**config.mk**
```make
export PLATFORM = sky130hd
export DESIGN_NAME = ntt_stage_sequencer_flat
export DESIGN_NICKNAME = d
export VERILOG_FILES = /design/src/rtl/ntt_pkg.sv /design/src/rtl/ntt_stage_sequencer_if.sv /design/src/rtl/ntt_bfly_addr.sv /design/src/rtl/ntt_stage_sequencer.sv /design/src/flat_wrapper.sv
export SDC_FILE = /design/constraint.sdc
export NUM_CORES = 1
export LEC_CHECK = 0
export CORE_AREA = 5 5 117 119
export DETAILED_ROUTE_END_ITERATION = 10
export DIE_AREA = 0 0 122 124
export HOLD_SLACK_MARGIN = 0.08
export PLACE_DENSITY_LB_ADDON = 0.1
export RECOVER_POWER = 50
export SLEW_MARGIN = 20
export SYNTH_ARGS = -nofsm -noshare
export SYNTH_HDL_FRONTEND = slang
export SYNTH_SLANG_ARGS = --single-unit
```
**constraint.sdc**
```tcl
create_clock -name clk -period 19.4 [get_ports clk]
set_clock_uncertainty 0.2 [all_clocks]
set_input_delay 2.91 -clock clk [delete_from_list [all_inputs] [get_ports clk]]
set_output_delay 2.91 -clock clk [all_outputs]
set_load 0.05 [all_outputs]
```
**src/rtl/ntt_pkg.sv**
```systemverilog
// ntt_pkg: shared constants, FSM state encoding and index types for the NTT stage sequencer.
package ntt_pkg;
    localparam int MAX_LOG_N_DEF = 8;
    localparam int MIN_LOG_N_DEF = 3;
    typedef enum logic [1:0] {IDLE, ISSUE, DRAIN, FINISH} seq_state_t;
    typedef logic [MAX_LOG_N_DEF-1:0] addr_t;
    typedef logic [MAX_LOG_N_DEF-1:0] tw_t;
endpackage

```
**src/rtl/ntt_stage_sequencer_if.sv**
```systemverilog
// ntt_stage_sequencer_if: issue-beat bus from the sequencer (master) to the butterfly datapath (slave).
interface ntt_stage_sequencer_if
    import ntt_pkg::*;
#(
    parameter int LANES     = 2,
    parameter int MAX_LOG_N = MAX_LOG_N_DEF
);
    logic                         o_valid;
    logic                         i_ready;
    logic [LANES*MAX_LOG_N-1:0]   o_addr1;
    logic [LANES*MAX_LOG_N-1:0]   o_addr2;
    logic [LANES*MAX_LOG_N-1:0]   o_twiddle;
    logic [3:0]                   o_stage;
    logic                         o_new_stage;
    modport master (
        output o_valid, o_addr1, o_addr2, o_twiddle, o_stage, o_new_stage,
        input  i_ready
    );
    modport slave (
        input  o_valid, o_addr1, o_addr2, o_twiddle, o_stage, o_new_stage,
        output i_ready
    );
endinterface

```
**src/rtl/ntt_bfly_addr.sv**
```systemverilog
// ntt_bfly_addr: combinational butterfly address pair and twiddle index for butterfly bl of stage s.
module ntt_bfly_addr
    import ntt_pkg::*;
#(
    parameter int MAX_LOG_N = MAX_LOG_N_DEF
) (
    input  logic [MAX_LOG_N-1:0] i_bl,
    input  logic [3:0]           i_s,
    output logic [MAX_LOG_N-1:0] o_addr1,
    output logic [MAX_LOG_N-1:0] o_addr2,
    output logic [MAX_LOG_N-1:0] o_k
);
    logic [MAX_LOG_N-1:0] w_h, w_low;
    always_comb begin
        w_h     = MAX_LOG_N'(1) << i_s;
        w_low   = i_bl & (w_h - MAX_LOG_N'(1));
        o_addr1 = ((i_bl >> i_s) << (i_s + 4'd1)) | w_low;
        o_addr2 = o_addr1 + w_h;
        o_k     = w_low << (4'(MAX_LOG_N - 1) - i_s);
    end
endmodule

```
**src/rtl/ntt_stage_sequencer.sv**
```systemverilog
// ntt_stage_sequencer: radix-2 DIT NTT issue sequencer with a PIPE_LAT drain gap between stages.
// Optional NTT_SEQ_INVERSE_EN adds i_inverse, which negates twiddle indices modulo MAX_N.
module ntt_stage_sequencer
    import ntt_pkg::*;
#(
    parameter int MAX_LOG_N = MAX_LOG_N_DEF,
    parameter int MIN_LOG_N = MIN_LOG_N_DEF,
    parameter int LANES     = 2,
    parameter int PIPE_LAT  = 6
) (
    input  logic                  clk,
    input  logic                  i_reset,
    input  logic                  i_start,
    input  logic [3:0]            i_log_n,
    input  logic                  i_abort,
`ifdef NTT_SEQ_INVERSE_EN
    input  logic                  i_inverse,
`endif
    ntt_stage_sequencer_if.master io_bus,
    output logic                  o_busy,
    output logic                  o_done,
    output logic                  o_err
);
    localparam int DW = $clog2(PIPE_LAT + 2);
    localparam int VW = LANES * MAX_LOG_N;

    seq_state_t           r_state, w_nstate;
    logic [3:0]           r_log_n, w_nlog_n, r_stage, w_nstage;
    logic [MAX_LOG_N-1:0] r_b, w_nb, w_half, w_b_inc;
    logic [DW-1:0]        r_drain, w_ndrain;
    logic                 w_err, w_iss;
    logic [VW-1:0]        w_a1, w_a2, w_tw;
    logic [VW-1:0]        r_addr1, r_addr2, r_twiddle;
    logic                 r_valid, r_new_stage, r_busy, r_done, r_err;

`ifdef NTT_SEQ_INVERSE_EN
    logic r_inverse, w_ninv;
    // Tracks the input while idle, so it holds the value seen on the accepted start cycle.
    assign w_ninv = (r_state == IDLE) ? i_inverse : r_inverse;
    always_ff @(posedge clk or posedge i_reset) begin
        if (i_reset) r_inverse <= 1'b0;
        else         r_inverse <= w_ninv;
    end
`endif

    // Lanes are fed the next-cycle butterfly index so the results land in registers aligned with the state.
    for (genvar l = 0; l < LANES; l++) begin : g_lane
        logic [MAX_LOG_N-1:0] w_k;
        ntt_bfly_addr #(.MAX_LOG_N(MAX_LOG_N)) u_bfly (
            .i_bl    (w_nb + MAX_LOG_N'(l)),
            .i_s     (w_nstage),
            .o_addr1 (w_a1[l*MAX_LOG_N +: MAX_LOG_N]),
            .o_addr2 (w_a2[l*MAX_LOG_N +: MAX_LOG_N]),
            .o_k     (w_k)
        );
`ifdef NTT_SEQ_INVERSE_EN
        assign w_tw[l*MAX_LOG_N +: MAX_LOG_N] = w_ninv ? -w_k : w_k;
`else
        assign w_tw[l*MAX_LOG_N +: MAX_LOG_N] = w_k;
`endif
    end

    always_comb begin
        w_nstate = r_state;
        w_nlog_n = r_log_n;
        w_nstage = r_stage;
        w_nb     = r_b;
        w_ndrain = r_drain;
        w_err    = 1'b0;
        w_half   = MAX_LOG_N'(1) << (r_log_n - 4'd1);
        w_b_inc  = r_b + MAX_LOG_N'(LANES);
        case (r_state)
            IDLE: if (i_start) begin
                if (i_log_n >= 4'(MIN_LOG_N) && i_log_n <= 4'(MAX_LOG_N)) begin
                    w_nstate = ISSUE;
                    w_nlog_n = i_log_n;
                    w_nstage = '0;
                    w_nb     = '0;
                end else begin
                    w_err = 1'b1;
                end
            end
            ISSUE: if (io_bus.i_ready) begin
                w_nb = w_b_inc;
                if (w_b_inc == w_half) begin
                    w_nstate = DRAIN;
                    w_ndrain = DW'(PIPE_LAT);
                end
            end
            DRAIN: if (r_drain == '0) begin
                if (r_stage == r_log_n - 4'd1) begin
                    w_nstate = FINISH;
                end else begin
                    w_nstate = ISSUE;
                    w_nstage = r_stage + 4'd1;
                    w_nb     = '0;
                end
            end else begin
                w_ndrain = r_drain - DW'(1);
            end
            default: w_nstate = IDLE;
        endcase
        if (i_abort && r_state != IDLE) w_nstate = IDLE;
        w_iss = (w_nstate == ISSUE);
    end

    always_ff @(posedge clk or posedge i_reset) begin
        if (i_reset) begin
            r_state     <= IDLE;
            r_log_n     <= '0;
            r_stage     <= '0;
            r_b         <= '0;
            r_drain     <= '0;
            r_valid     <= 1'b0;
            r_new_stage <= 1'b0;
            r_busy      <= 1'b0;
            r_done      <= 1'b0;
            r_err       <= 1'b0;
            r_addr1     <= '0;
            r_addr2     <= '0;
            r_twiddle   <= '0;
        end else begin
            r_state     <= w_nstate;
            r_log_n     <= w_nlog_n;
            r_stage     <= w_nstage;
            r_b         <= w_nb;
            r_drain     <= w_ndrain;
            r_valid     <= w_iss;
            r_new_stage <= w_iss && (w_nb == '0);
            r_busy      <= (w_nstate != IDLE);
            r_done      <= (w_nstate == FINISH);
            r_err       <= w_err;
            r_addr1     <= w_iss ? w_a1 : '0;
            r_addr2     <= w_iss ? w_a2 : '0;
            r_twiddle   <= w_iss ? w_tw : '0;
        end
    end

    assign io_bus.o_valid     = r_valid;
    assign io_bus.o_addr1     = r_addr1;
    assign io_bus.o_addr2     = r_addr2;
    assign io_bus.o_twiddle   = r_twiddle;
    assign io_bus.o_stage     = r_stage;
    assign io_bus.o_new_stage = r_new_stage;
    assign o_busy             = r_busy;
    assign o_done             = r_done;
    assign o_err              = r_err;
endmodule

```
**src/flat_wrapper.sv**
```systemverilog
// flat-port wrapper written by rule: the top's interface ports become plain ports
module ntt_stage_sequencer_flat import ntt_pkg::*;
#(
    parameter int MAX_LOG_N = MAX_LOG_N_DEF,
    parameter int MIN_LOG_N = MIN_LOG_N_DEF,
    parameter int LANES     = 2,
    parameter int PIPE_LAT  = 6
)
  (clk, i_reset, i_start, i_log_n, i_abort, o_busy, o_done, o_err, io_bus_o_valid, io_bus_o_addr1, io_bus_o_addr2, io_bus_o_twiddle, io_bus_o_stage, io_bus_o_new_stage, io_bus_i_ready);
  ntt_stage_sequencer_if #(.LANES(LANES), .MAX_LOG_N(MAX_LOG_N)) io_bus_i ();
  input  logic clk;
  input  logic i_reset;
  input  logic i_start;
  input  logic [3:0] i_log_n;
  input  logic i_abort;
  output logic o_busy;
  output logic o_done;
  output logic o_err;
  output wire logic [$bits(io_bus_i.o_valid)-1:0] io_bus_o_valid;
  output wire logic [$bits(io_bus_i.o_addr1)-1:0] io_bus_o_addr1;
  output wire logic [$bits(io_bus_i.o_addr2)-1:0] io_bus_o_addr2;
  output wire logic [$bits(io_bus_i.o_twiddle)-1:0] io_bus_o_twiddle;
  output wire logic [$bits(io_bus_i.o_stage)-1:0] io_bus_o_stage;
  output wire logic [$bits(io_bus_i.o_new_stage)-1:0] io_bus_o_new_stage;
  input wire logic [$bits(io_bus_i.i_ready)-1:0] io_bus_i_ready;
  assign io_bus_o_valid = io_bus_i.o_valid;
  assign io_bus_o_addr1 = io_bus_i.o_addr1;
  assign io_bus_o_addr2 = io_bus_i.o_addr2;
  assign io_bus_o_twiddle = io_bus_i.o_twiddle;
  assign io_bus_o_stage = io_bus_i.o_stage;
  assign io_bus_o_new_stage = io_bus_i.o_new_stage;
  assign io_bus_i.i_ready = io_bus_i_ready;
  ntt_stage_sequencer #(.MAX_LOG_N(MAX_LOG_N), .MIN_LOG_N(MIN_LOG_N), .LANES(LANES), .PIPE_LAT(PIPE_LAT)) u_core (.clk(clk), .i_reset(i_reset), .i_start(i_start), .i_log_n(i_log_n), .i_abort(i_abort), .io_bus(io_bus_i), .o_busy(o_busy), .o_done(o_done), .o_err(o_err));
endmodule
```
== Yosys cells after proc, flatten, opt, wreduce, memory -nomap -nowiden ==
Index checks and enable logic that the tools add are counted.
Word-level totals
  register bits after elaboration: 74
  input port bits: 9
  output and inout port bits: 57
Cells by class
  $add $sub $neg: 10
  $lt $le $gt $ge: 2
  eq/ne operators: 9
  shift-type cells: 8
  multiplexer cells: 29
  bitwise gates (word level): 4
  reduce and logical (&&, ||, !) cells: 11
Operators with widths (count)
  two-way mux 16 bit: 3
  two-way mux 8 bit: 5
  left shift 8 x 4 -> 8 bit: 4
  case mux 8 bit (3 select lines): 1
  adder 8 bit: 2
  AND 8 bit: 2
  two-way mux 4 bit: 4
  bitwise OR 8 bit: 2
  left shift 1 x 4 -> 8 bit (first input constant): 2
  right shift 8 x 4 -> 8 bit: 2
  two-way mux 2 bit: 7
  two-way mux 3 bit: 3
  adder 4 x 1 -> 4 bit (second input constant): 2
  adder 8 x 1 -> 8 bit (second input constant): 1
  adder 8 x 2 -> 8 bit (second input constant): 1
  == test 8 bit: 1
  zero test 8 bit: 1
  case mux 4 bit (2 select lines): 1
  subtractor 8 x 1 -> 8 bit (second input constant): 1
  case mux 2 bit (3 select lines): 1
  case mux 3 bit (2 select lines): 1
  nonzero test 2 bit: 3
  == test 2 x 1 -> 1 bit (second input constant): 2
  == test 2 bit (second input constant): 2
  other kinds (14): 19

== Depth between registers and ports, before layout ==
Gate-level depths: netlist of run 1.
  word-level depth: 11
  gate-level depth with buffers: 30

== Cells and area by module ==
Synthesis of run 1 repeated with hierarchy kept, for this count alone.
Second synthesis, totals
  cell total of the unflattened synthesis: 726
  area total of the unflattened synthesis: 6433.7 um^2
By module, submodules not included
  ntt_stage_sequencer: instances 1, cells an instance 314, area each 3510.9 um^2
  ntt_bfly_addr at u_core.g_lane[1].u_bfly: instances 1, cells an instance 205, area each 1516.5 um^2
  ntt_bfly_addr at u_core.g_lane[0].u_bfly: instances 1, cells an instance 207, area each 1406.3 um^2

== Worst setup path after synthesis of run 1 ==
Ideal clock, no wire load.
  path kind: input port to flip-flop
  start: in i_log_n[0]
  end: reg u_core.r_addr2[15], in the netlist u_core.io_bus.o_addr2[15]
  arrival time: 7.986 ns
  setup slack: 11.135 ns
  cell stages on the path: 25
  cell sequence: or4b_1 -> o21ai_0 -> nand2_1 -> a31o_2 -> inv_1 -> buf_2 -> buf_2 -> clkbuf_1 -> ha_1 -> clkbuf_1 -> nand2_1 -> ha_1 -> nor2b_1 -> a21oi_1 -> inv_1 -> ha_1 -> a21o_1 -> a21o_1 -> a21o_1 -> a21oi_1 -> o21bai_1 -> a21oi_1 -> xnor2_1 -> or4_1 -> a21oi_1
On the way
  longest elaborated chain between the ends: 11
Ends and longest elaborated chain
  from (decl): line flat_wrapper.sv:14  | input logic [3:0] i_log_n;
  >= comparator 4 x 2 -> 1 bit / <= comparator 4 bit (equally long branches): line ntt_stage_sequencer.sv:74  | if (i_log_n >= 4'(MIN_LOG_N) && i_log_n <= 4'(MAX_LOG_N)) begin
  logical AND 1 bit *: line ntt_stage_sequencer.sv:74
  two-way mux 8 bit / two-way mux 4 bit (equally long branches): line ntt_stage_sequencer.sv:74
  two-way mux 8 bit / two-way mux 4 bit (equally long branches): line ntt_stage_sequencer.sv:73  | IDLE: if (i_start) begin
  case mux 8 bit (3 select lines) / case mux 4 bit (2 select lines) (equally long branches): line ntt_stage_sequencer.sv:72  | case (r_state)
  adder 8 x 1 -> 8 bit / left shift 1 x 4 -> 8 bit (equally long branches): line ntt_stage_sequencer.sv:50, ntt_bfly_addr.sv:15
  right shift 8 x 4 -> 8 bit / subtractor 8 x 1 -> 8 bit (equally long branches): line ntt_bfly_addr.sv:17, ntt_bfly_addr.sv:16
  left shift 8 x 4 -> 8 bit / AND 8 bit (equally long branches): line ntt_bfly_addr.sv:17, ntt_bfly_addr.sv:16
  bitwise OR 8 bit: line ntt_bfly_addr.sv:17  | o_addr1 = ((i_bl >> i_s) << (i_s + 4'd1)) | w_low;
  adder 8 bit: line ntt_bfly_addr.sv:18  | o_addr2 = o_addr1 + w_h;
  two-way mux 16 bit *: line ntt_stage_sequencer.sv:134  | r_addr2 <= w_iss ? w_a2 : '0;
  to (signal assigned): line ntt_stage_sequencer.sv:134
  to (decl): line ntt_stage_sequencer.sv:33  | logic [VW-1:0] r_addr1, r_addr2, r_twiddle;
Mark *: on every way between the ends. The rest lies on a longest branch, timed or not.
A chain may end at the register's enable or synchronous reset.

== Worst setup path after layout of run 1 ==
  start: in i_log_n[1]
  end: reg u_core.r_addr2[15], in the netlist u_core.io_bus.o_addr2[15]
Same word-level chain as after synthesis.

==> results.txt, run 1 <==
Pin placement for this block handled 66 I/O pins. Synthesis produced a netlist with a net count of 760. Async set-reset flop share out of synthesis: 1.00. STA puts the critical path data arrival time at 9.64 ns.

The number of instances in the synthesized netlist came out at 717. The count of H-tree levels built during CTS is 3. The run gives 0.0125 mm² as the core area. The final reports fail on capacitance limit, slew limit.

The routed design has 19.7 mm of wire. The post-synthesis sequential area ratio was 0.305; the post-route worst setup slack was 9.83 ns. The first-pass iteration count of the detailed router is 6, and the largest fanout of any net on the critical path is 36. The relative max-transition margin is -1.61. The number of antenna violations at the first check in global routing is 0, and the fraction of synthesized cell area taken by the top area cell type is 0.305. The period utilization was 0.493; the number of port buffers was 65. The die is 122 µm wide. The worst setup path is captured at a register. The logs give 0 for the count of instances resized after the clock tree is built and 9 for the number of CTS-inserted buffers. Ranked by total cell area, the synthesized netlist is headed by sky130_fd_sc_hd__dfrtp_1 (31%), sky130_fd_sc_hd__ha_1 (6.6%), sky130_fd_sc_hd__nor2_1 (4.6%), sky130_fd_sc_hd__nand2_1 (3.8%), sky130_fd_sc_hd__xnor2_1 (3.3%). Subtracting the final worst setup slack from the clock period gives 9.57 ns.

Row count: 41. The share of cells above drive strength 1 came out at 0.0834. The tools report the type of origin of the critical path as a primary input.

The areal power density over the cells is 128 mW/mm², and the count of synthesis-stage warnings from yosys is 0. Utilization after layout: 0.568. Summed over all instances, the cell type with the most area after synthesis is sky130_fd_sc_hd__dfrtp_1.

The tree is rooted in a sky130_fd_sc_hd__clkbuf_16. Before CTS, the worst setup slack after placement is 9.75 ns. After detailed routing, the number of remaining DRC violations is 0. After synthesis, the mean cell area works out to 8.46 µm². The run gives 1 as the number of max-capacitance violations reported.

For the number of sinks driven by the clock tree, the log shows 74. The total via count after detailed routing was 5877; the setup-violating endpoint count in the final report was 0. Worst setup path category: in2reg. The maximum number of pins on one net before global-route repair was 75. The number of post-CTS setup repair buffers is 0, and the number of flops mapped to enable cells by yosys is 0. Final hold analysis gives a worst-case slack of 0.313 ns. Hold repair after CTS inserted 0 buffers. Wire length of the first global-routing pass: 31.1 mm.

For the number of global-route vias before repair, the log shows 5724. The tools report the count of distinct cell types in the synthesized netlist as 91. Setup repair after global routing left no endpoint under its margin.

For this design the static power due to leakage is 3.12 nW. For the final number of hold-violating endpoints, the log shows 0. Class of the tightest hold or removal check: reg2reg. The global placement routability congestion came out at 0.984.

Setup total negative slack on the finished layout was measured at 0 ns. The global routing usage summed across all routing layers is 0.267. After clock tree synthesis, the clock-pin slew on the worst setup and hold paths is 0.06 ns. The floorplan step set the die height to 124 µm. The most used flip-flop cell after synthesis is sky130_fd_sc_hd__dfrtp_1.

After detailed routing, the number of vias per cell comes to 6.26. The design draws 0.000903 W. At the end of the flow, the number of nets in the layout was 805.

The total congestion overflow after global routing came out at 0. For the violation count after the first detailed-routing iteration, the log shows 530. The per-cell routed wire length works out to 21.0 µm.

The signed area change from the synthesized netlist to the final layout is 16.7%. The clock passes through at most 2 buffers. Across the VDD grid, the largest voltage drop is 0.0767 mV. At the later pin of the worst-skew pair, clock insertion delay measures 0.35 ns.

The synthesized design contains 74 register bits. The logs give 0 for the count of antenna-violating nets left after detailed routing and 14.5 mm for the HPWL after detailed placement. TritonCTS built the clock tree. The required time of the critical path was 19.47 ns. Derived from the worst setup path, the maximum achievable clock frequency is 104 MHz.

The run gives 0.487 as the initial core utilization. The run finished, with violations left. The floorplan die area was 0.0151 mm². Summing every instance area after synthesis gives 0.00607 mm². The repair_antennas step left the layout with diodes totalling 0. At the pin with the least slew margin, the transition time is 3.92 ns. The number of max-slew violations in the final report is 75.
worst paths after layout:
check                      cells after the start               from                         to  slack (ns)
min in group asynchronous                      3            i_reset      u_core.io_bus.o_valid        4.34
min reg2reg                                    1  u_core.r_drain[0]          u_core.r_drain[0]        0.31
max in group asynchronous                      3            i_reset              u_core.r_b[1]       12.46
max                                           23         i_log_n[1]  u_core.io_bus.o_addr2[15]        9.83
min                                            1  u_core.r_drain[0]          u_core.r_drain[0]        0.31
max reg2reg                                   24  u_core.r_log_n[0]  u_core.io_bus.o_addr2[15]       12.01
sequential cells by signal, indices dropped and copies added (netlist names):
register / flops
u_core.o_busy: 1
u_core.r_drain: 3
u_core.io_bus.o_new_stage: 1
u_core.r_log_n: 4
u_core.io_bus.o_valid: 1
u_core.io_bus.o_stage: 4
u_core.io_bus.o_addr2: 16
u_core.o_err: 1
u_core.r_b: 8
u_core.r_state: 2
u_core.o_done: 1
u_core.io_bus.o_addr1: 16
u_core.io_bus.o_twiddle: 16
where the power goes:
group | total, W | switching (W) | internal (W)
sequential | 0.000214 | 0.0000314 | 0.000183
clock | 0.000157 | 0.0000692 | 0.0000873
combinational | 0.000532 | 0.000350 | 0.000182
worst max-delay path, cell delays in order:
cell	delay, ns
sky130_fd_sc_hd__dlygate4sd3_1	0.57
sky130_fd_sc_hd__or4b_1	0.53
sky130_fd_sc_hd__o21ai_0	0.19
sky130_fd_sc_hd__a2111o_1	0.23
sky130_fd_sc_hd__nand3_2	0.06
sky130_fd_sc_hd__buf_4	0.26
sky130_fd_sc_hd__inv_1	0.60
sky130_fd_sc_hd__buf_4	0.40
sky130_fd_sc_hd__ha_1	0.47
sky130_fd_sc_hd__nand2_1	0.29
sky130_fd_sc_hd__ha_1	0.34
sky130_fd_sc_hd__nor4_1	0.45
sky130_fd_sc_hd__o21bai_1	0.26
sky130_fd_sc_hd__o21ai_0	0.20
sky130_fd_sc_hd__ha_1	0.32
sky130_fd_sc_hd__a21o_1	0.19
sky130_fd_sc_hd__a21o_1	0.20
sky130_fd_sc_hd__a21oi_1	0.22
sky130_fd_sc_hd__o21bai_1	0.10
sky130_fd_sc_hd__a21oi_1	0.18
sky130_fd_sc_hd__xnor2_1	0.10
sky130_fd_sc_hd__or4_1	0.40
sky130_fd_sc_hd__a21oi_1	0.15
metal layers:
layer  track usage  vias to the layer above  routed length, µm
met5             0                        -                  0
met1         0.356                     2867               8500
li1              -                     2693                  -
met3        0.0572                       39               1540
met2         0.426                      278               9130
met4         0.105                        0                500
through the flow:
stage | area [µm²] | cells
2_1_floorplan | 6070 | 717
3_3_place_gp | 6810 | 923
3_5_place_dp | 6810 | 923
4_1_cts | 7080 | 939
5_1_grt | 7080 | 939
6_report | 7080 | 939
logic make-up after synthesis:
family                     after synthesis  share of synthesized area
muxes                                   22                     0.0377
buffers and inverters                   79                     0.0565
AOI/OAI and AO/OA                      210                      0.249
xor gates and xnor gates                36                     0.0598
DFF                                     74                      0.305
and+or+nand+nor                        262                      0.219
adders and majority gates               34                     0.0726
placed cells by master (no fill, tap or decap), types with 4 or more instances in the layout:
cell type	netlist	routed
sky130_fd_sc_hd__a211o_1	4	4
sky130_fd_sc_hd__a211oi_1	15	15
sky130_fd_sc_hd__a21o_1	15	15
sky130_fd_sc_hd__a21oi_1	36	36
sky130_fd_sc_hd__a31oi_1	13	13
sky130_fd_sc_hd__a41oi_1	4	4
sky130_fd_sc_hd__and2_1	15	15
sky130_fd_sc_hd__and3_1	8	8
sky130_fd_sc_hd__buf_4	1	7
sky130_fd_sc_hd__clkbuf_16	0	9
sky130_fd_sc_hd__clkdlybuf4s50_1	0	39
sky130_fd_sc_hd__dfrtp_1	74	74
sky130_fd_sc_hd__dlygate4sd3_1	0	26
sky130_fd_sc_hd__ha_1	32	32
sky130_fd_sc_hd__inv_1	37	36
sky130_fd_sc_hd__mux2_2	7	7
sky130_fd_sc_hd__mux2i_1	15	15
sky130_fd_sc_hd__nand2_1	61	61
sky130_fd_sc_hd__nand2b_1	8	8
sky130_fd_sc_hd__nand3_1	24	24
sky130_fd_sc_hd__nand4_1	4	4
sky130_fd_sc_hd__nor2_1	75	75
sky130_fd_sc_hd__nor2b_1	7	7
sky130_fd_sc_hd__nor3_1	17	17
sky130_fd_sc_hd__nor4_1	11	11
sky130_fd_sc_hd__o211ai_1	12	12
sky130_fd_sc_hd__o21a_1	5	5
sky130_fd_sc_hd__o21ai_0	36	36
sky130_fd_sc_hd__o21ai_1	5	5
sky130_fd_sc_hd__o21bai_1	4	4
sky130_fd_sc_hd__o22ai_1	4	4
sky130_fd_sc_hd__o31ai_1	7	7
sky130_fd_sc_hd__o32ai_1	6	6
sky130_fd_sc_hd__xnor2_1	23	23
sky130_fd_sc_hd__xor2_1	9	9
layout make-up:
type	instances	area, µm²
Clock buffer	11	233
Sequential cell	74	1850
Fill cell	1180	5390
Tap cell	172	215
Timing Repair Buffer	73	707
Inverter	40	163
Multi-Input combinational cell	564	3870
Clock inverter	5	38.8
cell usage after synthesis, drive strengths merged, types with 4 or more instances:
library cell,instances
ha,32
o22ai,4
dfrtp,74
mux2,7
o21ai,42
nand4,4
a211oi,16
or2,4
a31oi,13
nand2b,8
a21oi,38
mux2i,15
a41oi,4
inv,39
buf,18
nor3,20
xor2,10
o31ai,11
a211o,4
o21a,5
nand3,26
o32ai,6
nor2b,7
xnor2,25
clkbuf,21
nor2,76
o21bai,4
and2,15
nand2,66
and3,8
nor4,11
a21o,15
o211ai,13
(Power assumes the default switching activity.)
==> run 2: changes to the inputs <==
==> constraint.sdc (replaced) <==
create_clock -name clk -period 8.7 [get_ports clk]
set_clock_uncertainty 0.2 [all_clocks]
set_input_delay 1.305 -clock clk [delete_from_list [all_inputs] [get_ports clk]]
set_output_delay 1.305 -clock clk [all_outputs]
set_load 0.05 [all_outputs]
==> results.txt, run 2 (synthesized netlist as in run 1, its figures left out) <==
The commonest non-fill, non-tap cell in the layout is sky130_fd_sc_hd__nor2_1. The startpoint identified for the worst hold timing path is u_core.r_drain[0]. Leaving out fill and tap cells, the most frequent cells in the layout are sky130_fd_sc_hd__nor2_1 (75), sky130_fd_sc_hd__dfrtp_1 (74), sky130_fd_sc_hd__nand2_1 (61).

The floorplan die area came out at 0.0151 mm² (unchanged). For the setup-violating endpoint count in the final report, the log shows 0 (unchanged). For the summed area of non-filler cells in the final layout, the log shows 0.00716 mm² (+1.1%).

The buffer cell driving the clock tree root was sky130_fd_sc_hd__clkbuf_16. Master of the slowest instance on the critical path: sky130_fd_sc_hd__dlygate4sd3_1. For the HPWL after detailed placement, the log shows 14.7 mm (+1.4%). The worst register-to-register path begins at u_core.r_log_n[0]. The critical path starts at i_log_n[0]. The arrival time of the worst setup path was 7.48 ns (-2.16 ns); the leakage power was 3.17 nW (+1.7%). Cell seen most often among critical-path stages: sky130_fd_sc_hd__a21oi_1. The core area was 0.0125 mm² (unchanged).

The endpoint of the worst hold path is u_core.r_drain[0]. The hold path depth works out to 1 (unchanged). The tools report the total placed instance area as 0.00683 mm² (+0.22%).

The total congestion overflow after global routing was 0 (unchanged). For the number of max-capacitance violations reported, the log shows 1 (unchanged). The quantity of hold-fixing buffers added after cts was 0 (unchanged). Setup repair after global routing left no endpoint under its margin. The per-cell routed wire length came out at 21.1 µm (+0.75%). The wire length of the first global-routing pass is 31.3 mm (+0.62%). The run gives 0 (unchanged) as the number of design rule violations left after detail routing. The total detailed-routing wirelength is 19.9 mm (+0.97%). The highest routed metal layer was met4. The floorplan die height came out at 124 µm (unchanged). The number of non-filler instances in the completed layout is 941 (+0.21%), and the final number of hold-violating endpoints is 0 (unchanged).

The run gives 74 (unchanged) as the number of sinks driven by the clock tree. The ratio of routed vias to standard cells was 6.20 (-0.94%); the count of inserted antenna diode cells was 0 (unchanged). The areal power density over the cells is 292 mW/mm² (+130%), and the largest fanout of any net on the critical path is 11 (-69%).

The tools report the count of instances resized after the clock tree is built as 0 (unchanged). TritonCTS built the clock tree. The run gives 0.34 ns (about the same) as the clock insertion delay at the later pin of the skew report. In this run the critical register-to-register path is captured at u_core.io_bus.o_addr2[15].

The setup TNS is 0 ns (unchanged), and the I/O pin count is 66 (unchanged). The count of fill cells added during filler insertion is 1133 (-4.0%). The run gives 1.49 mm (-3.2%) as the detailed-routed wire length on met3.

The period utilization was 0.851; the number of cells on the worst reg-to-reg path was 28 (+17%). The routed length on met2 was 8.96 mm (-1.9%). The peak per-stage delay on the critical path is 0.56 ns (-0.04 ns). The share of cells above drive strength 1 came out at 0.0884 (+0.00498). The global routing usage summed across all routing layers was 0.269 (+0.00150). The row count was 41 (unchanged). The worst reg-to-reg setup slack was 1.62 ns (-10.39 ns). Total via count after detailed routing: 5834 (-0.73%). The violation count after the first detailed-routing iteration was 717 (+35%); the maximum number of pins on one net before global-route repair was 75 (unchanged).

The run gives 0.487 (unchanged) as the initial core utilization. The number of antenna violations at the first check in global routing came out at 0 (unchanged). Timing would allow up to 135 MHz. Compared with the post-synthesis result, the final layout area differs by 18.0%.

The combined buffer and inverter count along the critical path came out at 4 (unchanged). The logs give 75 (unchanged) for the number of max-slew violations in the final report and -1.58 (+0.0275) for the relative max-transition margin. For the number of instances in the placed design, the log shows 925 (+0.22%). The count of H-tree levels built during CTS is 3 (unchanged), and the clock-pin transition on the worst setup and hold timing paths is 0.06 ns (about the same). The logs give 2 (unchanged) for the buffer levels on the longest clock path and 0 (unchanged) for the number of post-CTS setup repair buffers.

The min-delay analysis places its worst path in the category reg2reg. On the critical path the largest part of the delay comes from compound AO/OA/AOI/OAI gates. The logs give 8.72 mm (+2.5%) for the routed length on met1 and 0 (unchanged) for the count of antenna-violating nets left after detailed routing.

The run gives 6 (unchanged) as the first-pass iteration count of the detailed router. The flow ran to the end, but the final reports show violations. The final reports fail on capacitance limit, slew limit. The transition time of the tightest slew-check pin works out to 3.87 ns (-0.0413 ns). The routed design could run at a clock period as short as 7.41 ns.

The number of nets in the layout is 807 (+0.25%), and the number of global-route vias before repair is 5746 (+0.38%). The horizontal die dimension is 122 µm (unchanged), and the number of CTS-inserted buffers is 9 (unchanged). The tools report the highest ir drop seen on vdd as 0.132 mV (+72%). The worst setup path category is in2reg. The endpoint type of the worst setup path was a register. The logs give 8.77 ns (-10.70 ns) for the required time of the critical path and 1.29 ns (-8.54 ns) for the post-route worst setup slack. The number of port buffers works out to 65 (unchanged). STA classifies the critical path startpoint as a primary input. The global placement routability congestion came out at 0.989 (+0.59%). The worst-case setup slack after placement is 1.16 ns (-8.59 ns).
==> run 2: changes by cell type in the layout (fill, tap and decap cells not counted) <==
| cell | change |
|---|---|
| sky130_fd_sc_hd__bufinv_16 | +2 |
| sky130_fd_sc_hd__buf_4 | +2 |
| sky130_fd_sc_hd__clkinvlp_4 | -1 |
| sky130_fd_sc_hd__inv_8 | +1 |
| sky130_fd_sc_hd__clkinv_2 | -1 |
| sky130_fd_sc_hd__clkbuf_1 | -2 |
| sky130_fd_sc_hd__clkbuf_8 | +1 |
| sky130_fd_sc_hd__clkdlybuf4s50_1 | -3 |
| sky130_fd_sc_hd__dlygate4sd3_1 | +3 |
==> run 2: per-stage QoR <==
| step | hold WS [ns] | utilization | power [W] |
|---|---|---|---|
| floorplan | 0.260 | - | 0.00134 |
| global placement | 0.281 | 0.548 | 0.00166 |
| detailed placement | 0.291 | 0.548 | 0.00166 |
| CTS | 0.300 | 0.575 | 0.00210 |
| global route | 0.340 | 0.574 | 0.00222 |
| finish | 0.294 | 0.574 | 0.00209 |
==> run 2: cell type report <==
cell class | instances | area (µm²) | share of cell area
clock inverters | 6 | 97.6 | 0.0136
inverters | 40 | 163 | 0.0227
repair buffers | 75 | 722 | 0.101
multi-input cells | 564 | 3870 | 0.541
well taps | 172 | 215 | 0.0301
flip-flops and latches | 74 | 1850 | 0.259
clock buffers | 10 | 239 | 0.0334
==> run 2: power by group <==
group	leakage (nW)	internal, W	switching [W]
Sequential	0.999	0.000407	0.0000695
Combinational	2.01	0.000409	0.000784
Clock	0.165	0.000263	0.000159
==> run 2: metal layers <==
metal	track usage	up-vias
met1	0.364	2806
met5	0	-
met3	0.0490	47
met4	0.119	0
li1	-	2698
met2	0.422	283
==> run 2: worst max path at each step <==
stage | cells past startpoint | end | slack, ns
global route | 28 | u_core.io_bus.o_addr2[15] | 0.72
CTS | 26 | u_core.io_bus.o_addr2[15] | 1.49
floorplan | 25 | u_core.io_bus.o_addr2[15] | 2.04
global placement | 26 | u_core.io_bus.o_addr2[15] | 1.35
detailed placement | 26 | u_core.io_bus.o_addr2[15] | 1.16
finish | 26 | u_core.io_bus.o_addr2[15] | 1.29
==> run 3: changes to the inputs <==
--- a/config.mk
+++ b/config.mk
@@ -11,6 +11,7 @@
 export HOLD_SLACK_MARGIN = 0.08
 export PLACE_DENSITY_LB_ADDON = 0.1
 export RECOVER_POWER = 50
+export SKIP_CTS_REPAIR_TIMING = 1
 export SLEW_MARGIN = 20
 export SYNTH_ARGS = -nofsm -noshare
 export SYNTH_HDL_FRONTEND = slang
==> results of run 3 <==
The final DEF is identical to that of run 2; final timing and power are the same.
